## src/rtl/multi_edge_pkg.sv

```systemverilog
// Shared definitions for multi_edge_detector: edge-mode encodings,
// parameter range limits and the edge-qualification helper.
package multi_edge_pkg;

  typedef enum logic [1:0] {
    EDGE_OFF  = 2'b00,
    EDGE_RISE = 2'b01,
    EDGE_FALL = 2'b10,
    EDGE_BOTH = 2'b11
  } edge_mode_e;

  localparam int NCH_MIN     = 1;
  localparam int NCH_MAX     = 32;
  localparam int SYNC_MIN    = 2;
  localparam int SYNC_MAX    = 4;
  localparam int CNT_W_MIN   = 4;
  localparam int CNT_W_MAX   = 32;
  localparam int STRETCH_MIN = 1;

  // p is the previous synchroniser output, s the current one
  function automatic logic edge_hit(input edge_mode_e mode, input logic p, input logic s);
    logic hit;
    case (mode)
      EDGE_OFF:  hit = 1'b0;
      EDGE_RISE: hit = ~p & s;
      EDGE_FALL: hit = p & ~s;
      EDGE_BOTH: hit = p ^ s;
      default:   hit = 1'b0;
    endcase
    return hit;
  endfunction

endpackage

```

## src/rtl/edge_channel.sv

```systemverilog
// One detector channel: synchroniser, edge qualifier, saturating counter
// and, when MULTI_EDGE_DETECTOR_STRETCH_EN is defined, a retriggerable
// LED stretch timer. Without the macro led is tied low.
module edge_channel
  import multi_edge_pkg::*;
#(
  parameter int SYNC_STAGES = 2,
  parameter int CNT_W       = 16,
  parameter int STRETCH_CYC = 1_200_000
) (
  input  logic             clk,
  input  logic             reset_n,
  input  logic             sig,
  input  logic [1:0]       mode,
  input  logic             clr,
  output logic             edge_pulse,
  output logic [CNT_W-1:0] edge_count,
  output logic             cnt_sat,
  output logic             led
);

  if (SYNC_STAGES < SYNC_MIN || SYNC_STAGES > SYNC_MAX) begin : g_bad_sync
    $error("SYNC_STAGES out of range");
  end
  if (CNT_W < CNT_W_MIN || CNT_W > CNT_W_MAX) begin : g_bad_cnt_w
    $error("CNT_W out of range");
  end
  if (STRETCH_CYC < STRETCH_MIN) begin : g_bad_stretch
    $error("STRETCH_CYC out of range");
  end

  logic [SYNC_STAGES-1:0] sync_q, sync_d;
  logic                   s;
  logic                   p_q, p_d;
  logic                   det_q, det_d;
  logic                   align_q, align_d;
  logic                   pulse_q, pulse_d;
  logic [CNT_W-1:0]       cnt_q, cnt_d;
  logic                   sat_q, sat_d;

  assign s = sync_q[SYNC_STAGES-1];

  // Next state: synchroniser shift, qualify, two retiming stages, saturating count
  always_comb begin
    sync_d  = {sync_q[SYNC_STAGES-2:0], sig};
    p_d     = s;
    det_d   = edge_hit(edge_mode_e'(mode), p_q, s);
    align_d = det_q;
    pulse_d = align_q;
    cnt_d   = cnt_q;
    sat_d   = sat_q;
    // clr outranks a coincident edge; the pulse itself is unaffected
    if (clr) begin
      cnt_d = '0;
      sat_d = 1'b0;
    end else if (pulse_q) begin
      if (&cnt_q) sat_d = 1'b1;
      else        cnt_d = cnt_q + CNT_W'(1);
    end
  end

  // State registers, all cleared asynchronously
  always_ff @(posedge clk or negedge reset_n) begin
    if (!reset_n) begin
      sync_q  <= '0;
      p_q     <= 1'b0;
      det_q   <= 1'b0;
      align_q <= 1'b0;
      pulse_q <= 1'b0;
      cnt_q   <= '0;
      sat_q   <= 1'b0;
    end else begin
      sync_q  <= sync_d;
      p_q     <= p_d;
      det_q   <= det_d;
      align_q <= align_d;
      pulse_q <= pulse_d;
      cnt_q   <= cnt_d;
      sat_q   <= sat_d;
    end
  end

  assign edge_pulse = pulse_q;
  assign edge_count = cnt_q;
  assign cnt_sat    = sat_q;

`ifdef MULTI_EDGE_DETECTOR_STRETCH_EN
  localparam int TMR_W = $clog2(STRETCH_CYC + 1);
  localparam logic [TMR_W-1:0] TMR_LOAD = TMR_W'(STRETCH_CYC);

  logic [TMR_W-1:0] tmr_q, tmr_d;

  // Retriggerable countdown: every pulse reloads the full stretch length
  always_comb begin
    tmr_d = tmr_q;
    if (pulse_q)              tmr_d = TMR_LOAD;
    else if (tmr_q != '0)     tmr_d = tmr_q - TMR_W'(1);
  end

  // Stretch timer register
  always_ff @(posedge clk or negedge reset_n) begin
    if (!reset_n) tmr_q <= '0;
    else          tmr_q <= tmr_d;
  end

  assign led = (tmr_q != '0);
`else
  assign led = 1'b0;
`endif

endmodule

```

## src/rtl/multi_edge_detector.sv

```systemverilog
// Multi-channel edge detector top: NCH independent edge_channel instances.
// Optional LED stretching is compiled in with MULTI_EDGE_DETECTOR_STRETCH_EN.
module multi_edge_detector
  import multi_edge_pkg::*;
#(
  parameter int NCH         = 4,
  parameter int SYNC_STAGES = 2,
  parameter int CNT_W       = 16,
  parameter int STRETCH_CYC = 1_200_000
) (
  input  logic                 clk,
  input  logic                 reset_n,
  input  logic [NCH-1:0]       sig,
  input  logic [2*NCH-1:0]     edge_mode,
  input  logic                 clr,
  output logic [NCH-1:0]       edge_pulse,
  output logic [NCH*CNT_W-1:0] edge_count,
  output logic [NCH-1:0]       cnt_sat,
  output logic [NCH-1:0]       led
);

  if (NCH < NCH_MIN || NCH > NCH_MAX) begin : g_bad_nch
    $error("NCH out of range");
  end

  for (genvar i = 0; i < NCH; i++) begin : g_ch
    edge_channel #(
      .SYNC_STAGES (SYNC_STAGES),
      .CNT_W       (CNT_W),
      .STRETCH_CYC (STRETCH_CYC)
    ) u_ch (
      .clk        (clk),
      .reset_n    (reset_n),
      .sig        (sig[i]),
      .mode       (edge_mode[2*i +: 2]),
      .clr        (clr),
      .edge_pulse (edge_pulse[i]),
      .edge_count (edge_count[CNT_W*i +: CNT_W]),
      .cnt_sat    (cnt_sat[i]),
      .led        (led[i])
    );
  end

endmodule

```

## config.mk

```make
export PLATFORM = sky130hd
export DESIGN_NAME = multi_edge_detector
export DESIGN_NICKNAME = d
export VERILOG_FILES = /design/src/rtl/multi_edge_pkg.sv /design/src/rtl/edge_channel.sv /design/src/rtl/multi_edge_detector.sv
export SDC_FILE = /design/constraint.sdc
export NUM_CORES = 1
export LEC_CHECK = 0
export ABC_AREA = 1
export CAP_MARGIN = 20
export CORE_ASPECT_RATIO = 1.2
export CORE_MARGIN = 1
export CORE_UTILIZATION = 31
export DETAILED_ROUTE_END_ITERATION = 10
export PLACE_DENSITY = 0.62
export SLEW_MARGIN = 40
export SYNTH_ARGS = -nofsm -noshare
export SYNTH_HDL_FRONTEND = slang
export SYNTH_SLANG_ARGS = --single-unit
export TNS_END_PERCENT = 10
```

## constraint.sdc

```tcl
create_clock -name clk -period 2.4 [get_ports clk]
set_input_delay 0.6 -clock clk [delete_from_list [all_inputs] [get_ports clk]]
set_output_delay 0.6 -clock clk [all_outputs]
set_load 0.05 [all_outputs]
```

-- After elaboration in Yosys (flattened, before gate mapping)
Cells that the tools add are included.
- bits in latches: 0
- memory bits (read-only): 0
- RAM bits: 0
- input bits: 15
- memories kept: 0
- flip-flop bits (word level): 92
- word-level logic and storage cells: 120
- order comparisons: 0
- equal/unequal tests: 16
- multipliers: 0
- shift-type cells: 0
- multiplexer cells: 28
- div/mod/pow operators: 0
- reduce and logical (&&, ||, !) cells: 24
- bitwise operators: 20
- add/sub/neg operators: 4
- operators with widths (operator ; number):
    $mux W16 ; 12
    $add A16 B1 Y16 const B ; 4
    $reduce_and A16 Y1 ; 4
    $eq A2 B2 Y1 const B ; 8
    $pmux W1 S4 ; 4
    $reduce_and A2 Y1 ; 8
    $reduce_bool A2 Y1 ; 8
    $mux W1 ; 12
    $and A1 B1 Y1 ; 8
    $eq A2 B1 Y1 const B ; 4
    $logic_not A2 Y1 ; 4
    $ne A2 B2 Y1 const B ; 4
    $not A1 Y1 ; 8
    $xor A1 B1 Y1 ; 4

-- Depth between registers and ports, before layout
Gate-level depths: netlist of run 1.
- word-level depth: 4
- gate-level depth with buffers: 10
- mapped depth without buffers: 10

-- Hierarchy
Synthesis of run 1 repeated with hierarchy kept, for this count alone.
- cell total of the unflattened synthesis: 716
- area, all modules: 5230.0 sq um
- modules (own cells, without submodules) (module ; instances ; area an instance (sq um) ; seq. area each (sq um) ; cells an instance):
    edge_channel ; 4 ; 1307.5 ; 575.6 ; 179

-- Worst setup path after synthesis of run 1
No wires, ideal clock.
- path type: register to register
- start point: reg g_ch[2].u_ch.cnt_q[1]
- end point: reg g_ch[2].u_ch.cnt_q[6]
- setup time: 0.128 ns
- cell stages (with the launch flop): 10
- arrival time: 1.725 ns
- buffers on the path: 1
- setup slack: 0.548 ns
- cells stage by stage: dfrtp_1 ha_1 nand2_1 nor2_1 nand2_1 nor2_1 nand2_1 nand2_2 buf_4 o21ai_0
- word-level cells in the longest chain between the ends: 4
- RTL lines (item ; line ; text):
    from (decl) ; edge_channel.sv:38 ; logic [CNT_W-1:0] cnt_q, cnt_d;
    from (signal assigned) ; edge_channel.sv:78 ; cnt_q <= cnt_d;
    $add A16 B1 Y16 ; edge_channel.sv:58 ; else cnt_d = cnt_q + CNT_W'(1);
    $mux W16 ; edge_channel.sv:57 ; if (&cnt_q) sat_d = 1'b1;
    $mux W16 ; edge_channel.sv:56 ; end else if (pulse_q) begin
    $mux W16 ; edge_channel.sv:53 ; if (clr) begin
Several ways; a longest one is shown, not always the timed one. The select of a mux whose other input is x is not followed.
A chain may end at the register's enable or synchronous reset.

-- Worst setup path in the final report of run 1
- start point: reg g_ch[1].u_ch.cnt_q[7]
- end point: out edge_count[23]
- RTL lines (item ; line ; text):
    from (decl) ; edge_channel.sv:38 ;
    from (signal assigned) ; edge_channel.sv:78 ;
    to (decl) ; multi_edge_detector.sv:17 ; output logic [NCH*CNT_W-1:0] edge_count,
No word-level cell between the ends.

==> flow_summary.toml, run 1 <==
[pwr]
p_leak_nw = 2.78
vdd_ir_drop_max_uv = 258
p_per_area_nw_per_um2 = 522

[sta]
rsz0062_at_grt = "false"
setup_viol = 0
hold_viol_final = 0
finalCritPeriodShare = 0.959
fin_crit_ns = 2.30
slew_violations = 0
max_freq_mhz = 434
clock_skew_ns = 0.00985
worst_pin_slew_ns = 0.552
tns_ns = 0
slew_headroom = 0.631

[cells_and_area]
antenna_cells = 0
final_nets = 805
postLayoutCoreUtil = 0.401
drive_above_1_share = 0.0702
fin_area_um2 = 6520
syn_to_final_growth_pct = 26.0
mostFrequentLayoutCells = "239 x nand2_1, 92 x dfrtp_1, 85 x clkdlybuf4s50_1"
final_common_cell = "nand2_1"

[placement]
dpl_cell_area_um2 = 6240
gp_congestion = 0.840
hpwl_um = 8820
port_buffers = 86

[synth]
synthTopCellsByArea = "dfrtp_1 44%, nand2_1 17%, nand3_1 5.1%"
synth-seq-cells = 92
syn_avg_cell_area_um2 = 7.49
synth_cell_types = 29
synth_top_area_frac = 0.445
netlist_area_um2 = 5180
synth-seq-area-share = 0.445
yosysWarnings = 0
synth_top_cell_by_area = "dfrtp_1"
syn_inst = 691

[clock_tree]
cts.path.max_buffers = 2
cts_sinks = 92
clkSlewWorstSetupHoldPaths_ns = 0.07
cts-buffers-inserted = 9
post-cts-setup-buffer-count = 0
holdBufCountCts = 0
htreeDepth = 3
cts_resized = 0
cts-root-buf = "clkbuf_16"
cts_tree = "built"
clk_latency_ns = 0.35

[route]
drt_first_pass_iters = 4
viasPerCell = 4.65
drt_iter0_drc = 192
drc = 0
antenna_left = 0
wirelength_um = 12100
vias = 4622
wire_per_inst_um = 12.2

[critical_path]
r2r_setup_slack_ns = 0.58
crit_cells = 1
cp_cell_sequence = "clkdlybuf4s50_1"
cp_top_family = "buffers and inverters"
worstSetupStartpoint = "g_ch[1].u_ch.edge_count[7]"
path_class = "reg2out"
ff2ff_path_depth = 10
cp_slowest_stage_delay_ns = 0.86
cp.required_ns = 1.80
start_kind = "register"
cp_num_buf_inv = 1
worstPathArrival_ns = 1.70
cp_slowest_cell = "clkdlybuf4s50_1"
worstReg2RegStart = "g_ch[2].u_ch.edge_count[1]"
cp_max_fo = 7
cp-endpoint = "edge_count[23]"
rr_endpoint = "g_ch[2].u_ch.edge_count[0]"
end_kind = "output pin"

[min_path]
hp-class = "in2async"

[outcome]
outcome = "finished clean"

[grt]
grt_pass1_vias = 4169
grt_use_total = 0.149
overflow = 0
grt_max_degree = 56
grt_antenna_before_repair = 0
grt_pass1_wl_um = 20200

[floorplanning]
die_y_um = 144
rows = 51
coreArea_um2 = 16300
dieArea_um2 = 17200
start_util = 0.318
die_x_um = 120
pin_count = 91

[flow_run]
drv_cap = 0
-- cells in the mapped netlist --
cell / count
a21oi_1: 9
buf_4: 16
buf_6: 3
buf_8: 1
clkbuf_1: 4
clkinv_1: 1
conb_1: 1
dfrtp_1: 92
ha_1: 12
inv_1: 65
inv_2: 2
nand2_1: 239
nand2_2: 5
nand2_4: 2
nand3_1: 53
nand3_2: 1
nand4_1: 16
nor2_1: 66
nor2_2: 3
nor2_4: 4
nor3_1: 2
o21a_1: 1
o21ai_0: 20
o21ai_1: 32
o21ai_2: 2
o21bai_1: 14
or2_2: 8
xnor2_1: 3
xor2_1: 14
-- cell families after synthesis --
group                      share of synthesized area
AOI/OAI and AO/OA                             0.0841
and+or+nand+nor                                0.328
adders and majority gates                     0.0290
xor gates and xnor gates                      0.0288
other                                       0.000724
DFF                                            0.445
buffers and inverters                         0.0848
-- worst min-delay path by stage --
| stage | from | endpoint | slack [ns] | depth (start not counted) |
|---|---|---|---|---|
| 2_1_floorplan | reset_n | g_ch[0].u_ch.align_d | 0.30 | 0 |
| 3_3_place_gp | g_ch[0].u_ch.align_q | g_ch[0].u_ch.edge_pulse | 0.33 | 0 |
| 3_5_place_dp | g_ch[0].u_ch.align_q | g_ch[0].u_ch.edge_pulse | 0.33 | 0 |
| 4_1_cts | reset_n | g_ch[0].u_ch.edge_count[13] | 0.11 | 1 |
| 5_1_grt | reset_n | g_ch[0].u_ch.edge_count[9] | 0.12 | 1 |
| 6_report | reset_n | g_ch[0].u_ch.edge_count[9] | 0.12 | 1 |
-- area by class of cell --
class	count	area [um2]
Fill cell	1698	9750
Clock buffer	10	239
Inverter	68	255
Sequential cell	92	2300
Tap cell	212	265
Clock inverter	6	47.5
Multi-Input combinational cell	510	2450
Timing Repair Buffer	97	966
-- layer usage --
| layer | share of wire | wire length [um] | global-route usage | up-vias |
|---|---|---|---|---|
| met4 | 0.024 | 294 | 0.0796 | 0 |
| li1 | - | - | - | 2359 |
| met3 | 0.027 | 330 | 0.0202 | 20 |
| met1 | 0.47 | 5740 | 0.188 | 2159 |
| met2 | 0.48 | 5770 | 0.247 | 84 |
| met5 | 0 | 0 | 0 | - |
-- power breakdown --
part | switching, W | internal [W] | total [W] | leakage [nW]
Sequential | 0.0000484 | 0.00160 | 0.00165 | 1.24
Combinational | 0.000257 | 0.000121 | 0.000378 | 1.41
Clock | 0.000643 | 0.000736 | 0.00138 | 0.127
Total | 0.000948 | 0.00245 | 0.00340 | 2.78
-- registers in the layout (all words and copies together), names as in the netlist --
register	cells
g_ch.u_ch.p_q	4
g_ch.u_ch.sync_q	8
g_ch.u_ch.align_d	4
g_ch.u_ch.align_q	4
g_ch.u_ch.edge_pulse	4
g_ch.u_ch.edge_count	64
g_ch.u_ch.cnt_sat	4
-- stage by stage --
step	setup slack [ns]	cells	hold WS [ns]	power [W]
4_1_cts	0.0734	995	0.107	0.00347
5_1_grt	0.0220	995	0.121	0.00355
2_1_floorplan	0.548	694	0.304	0.00191
6_report	0.0982	995	0.117	0.00340
3_5_place_dp	0.236	979	0.335	0.00206
3_3_place_gp	0.248	979	0.332	0.00206
No activity file was read; power rests on OpenSTA's default activity.
==> inputs of run 2 (changes only) <==
--- a/config.mk
+++ b/config.mk
@@ -8,10 +8,10 @@
 export ABC_AREA = 1
 export CAP_MARGIN = 20
 export CORE_ASPECT_RATIO = 1.2
-export CORE_MARGIN = 1
-export CORE_UTILIZATION = 31
+export CORE_MARGIN = 10
+export CORE_UTILIZATION = 57
 export DETAILED_ROUTE_END_ITERATION = 10
-export PLACE_DENSITY = 0.62
+export PLACE_DENSITY = 0.86
 export SLEW_MARGIN = 40
 export SYNTH_ARGS = -nofsm -noshare
 export SYNTH_HDL_FRONTEND = slang
==> flow_summary.toml, run 2 (synthesized netlist as in run 1, its figures left out) <==
[grt]
use_met3 = 0.0471
overflow = 0
grt_antenna_before_repair = 0
grtUsageMet1 = 0.230
grt_use_total = 0.194
busiest_layer = "met2"
grt_pass1_vias = 4619
grt_pass1_wl_um = 21800
met2_usage = 0.328
grt_max_degree = 41

[cells_and_area]
mostFrequentLayoutCells = "239 x nand2_1, 92 x dfrtp_1, 84 x clkdlybuf4s50_1"
regArea_um2 = 2300
multi_input_area_um2 = 2450
final_nets = 801
largest_reg_flops = 64
drive_above_1_share = 0.0629
filler_cell_count = 730
final_common_cell = "nand2_1"
antenna_cells = 0
syn_to_final_growth_pct = 21.9

[clock_tree]
holdBufCountCts = 0
htreeDepth = 3
cts-buffers-inserted = 9
post-cts-setup-buffer-count = 0
clkSlewWorstSetupHoldPaths_ns = 0.09
cts_resized = 0
cts.path.max_buffers = 2
cts_tree = "built"
clk_latency_ns = 0.36
cts_sinks = 92
cts-root-buf = "clkbuf_8"

[sta]
worst_pin_slew_ns = 0.542
rsz0062_at_grt = "false"
slew_headroom = 0.638
fin_ws_ns = 0.0689
finalCritPeriodShare = 0.971
setup_viol = 0
tns_ns = 0
max_freq_mhz = 429
fin_crit_ns = 2.33
clock_skew_ns = 0.00901
timing.hold.ws_ns = 0.213
hold_viol_final = 0
slew_violations = 0

[min_path]
hp-class = "in2async"

[pwr]
finalPower_w = 0.00317
p_per_area_nw_per_um2 = 502
vdd_ir_drop_max_uv = 370
p_leak_nw = 2.75

[floorplanning]
die_y_um = 124
pin_count = 91
rows = 38
dieArea_um2 = 13300
die_x_um = 107
start_util = 0.579
coreArea_um2 = 8940

[flow_run]
drv_cap = 0

[critical_path]
end_kind = "output pin"
cp_max_fo = 7
cp_slowest_stage_delay_ns = 0.87
cp_slowest_cell = "clkdlybuf4s50_1"
cp.required_ns = 1.80
cp_num_buf_inv = 1
worstPathArrival_ns = 1.73
cp_top_family = "buffers and inverters"
start_kind = "register"
cp_cell_sequence = "clkdlybuf4s50_1"
path_class = "reg2out"

[placement]
gp_congestion = 0.923
port_buffers = 86
preCtsSetupSlack_ns = 0.248
hpwl_um = 9430

[route]
drt_iter0_drc = 249
wirelength_um = 12600
drc = 0
drt_first_pass_iters = 5
wire_per_inst_um = 14.0
antenna_left = 0
vias = 4781
viasPerCell = 5.32

[outcome]
outcome = "finished clean"
## run 2: changes by cell type in the layout (fill, tap and decap cells not counted)
cell and change:
clkdlybuf4s50_1 -1, clkbuf_16 -9, buf_4 -4, dlymetal6s2s_1 +1, clkbuf_8 +9, bufinv_16 +2
clkinvlp_4 -3, inv_6 -1, clkinv_4 -1, clkinv_2 +1, clkbuf_1 +2
## run 2: worst paths after layout
kind	endpoint	startpoint	depth (start not counted)	slack [ns]
worst min-delay path	g_ch[3].u_ch.edge_count[11]	reset_n	1	0.21
min in group clk	g_ch[3].u_ch.edge_pulse	g_ch[3].u_ch.align_q	0	0.35
worst min register to register	g_ch[3].u_ch.edge_pulse	g_ch[3].u_ch.align_q	0	0.35
worst max-delay path	edge_count[23]	g_ch[1].u_ch.edge_count[7]	1	0.07
max in group asynchronous	g_ch[0].u_ch.sync_q[0]	reset_n	2	1.49
worst max register to register	g_ch[2].u_ch.edge_count[4]	g_ch[2].u_ch.edge_count[0]	10	0.51
## run 2: through the flow
step | util | instances | cell area [um2]
2_1_floorplan | - | 694 | 5190
3_3_place_gp | 0.681 | 883 | 6090
3_5_place_dp | 0.681 | 883 | 6090
4_1_cts | 0.706 | 899 | 6310
5_1_grt | 0.706 | 899 | 6310
6_report | 0.706 | 899 | 6310
## run 2: layout make-up
cell class                      instances  area share
Tap cell                              120      0.0238
Sequential cell                        92       0.365
Timing Repair Buffer                   93       0.149
Inverter                               68      0.0404
Clock inverter                          4      0.0115
Multi-Input combinational cell        510       0.388
Clock buffer                           12      0.0230
## run 2: where the power goes
| group | switching [W] | internal [W] | leakage [nW] | total, W |
|---|---|---|---|---|
| Sequential | 0.0000465 | 0.00160 | 1.24 | 0.00164 |
| Combinational | 0.000257 | 0.000117 | 1.41 | 0.000374 |
| Clock | 0.000538 | 0.000615 | 0.107 | 0.00115 |
| Total | 0.000841 | 0.00233 | 2.75 | 0.00317 |
## run 2: per-layer routing
layer | routed length, um | share of wire | up-vias
met4 | 229 | 0.018 | 0
met2 | 6380 | 0.51 | 159
met1 | 5130 | 0.41 | 2259
met5 | 0 | 0 | -
li1 | - | - | 2341
met3 | 855 | 0.068 | 22
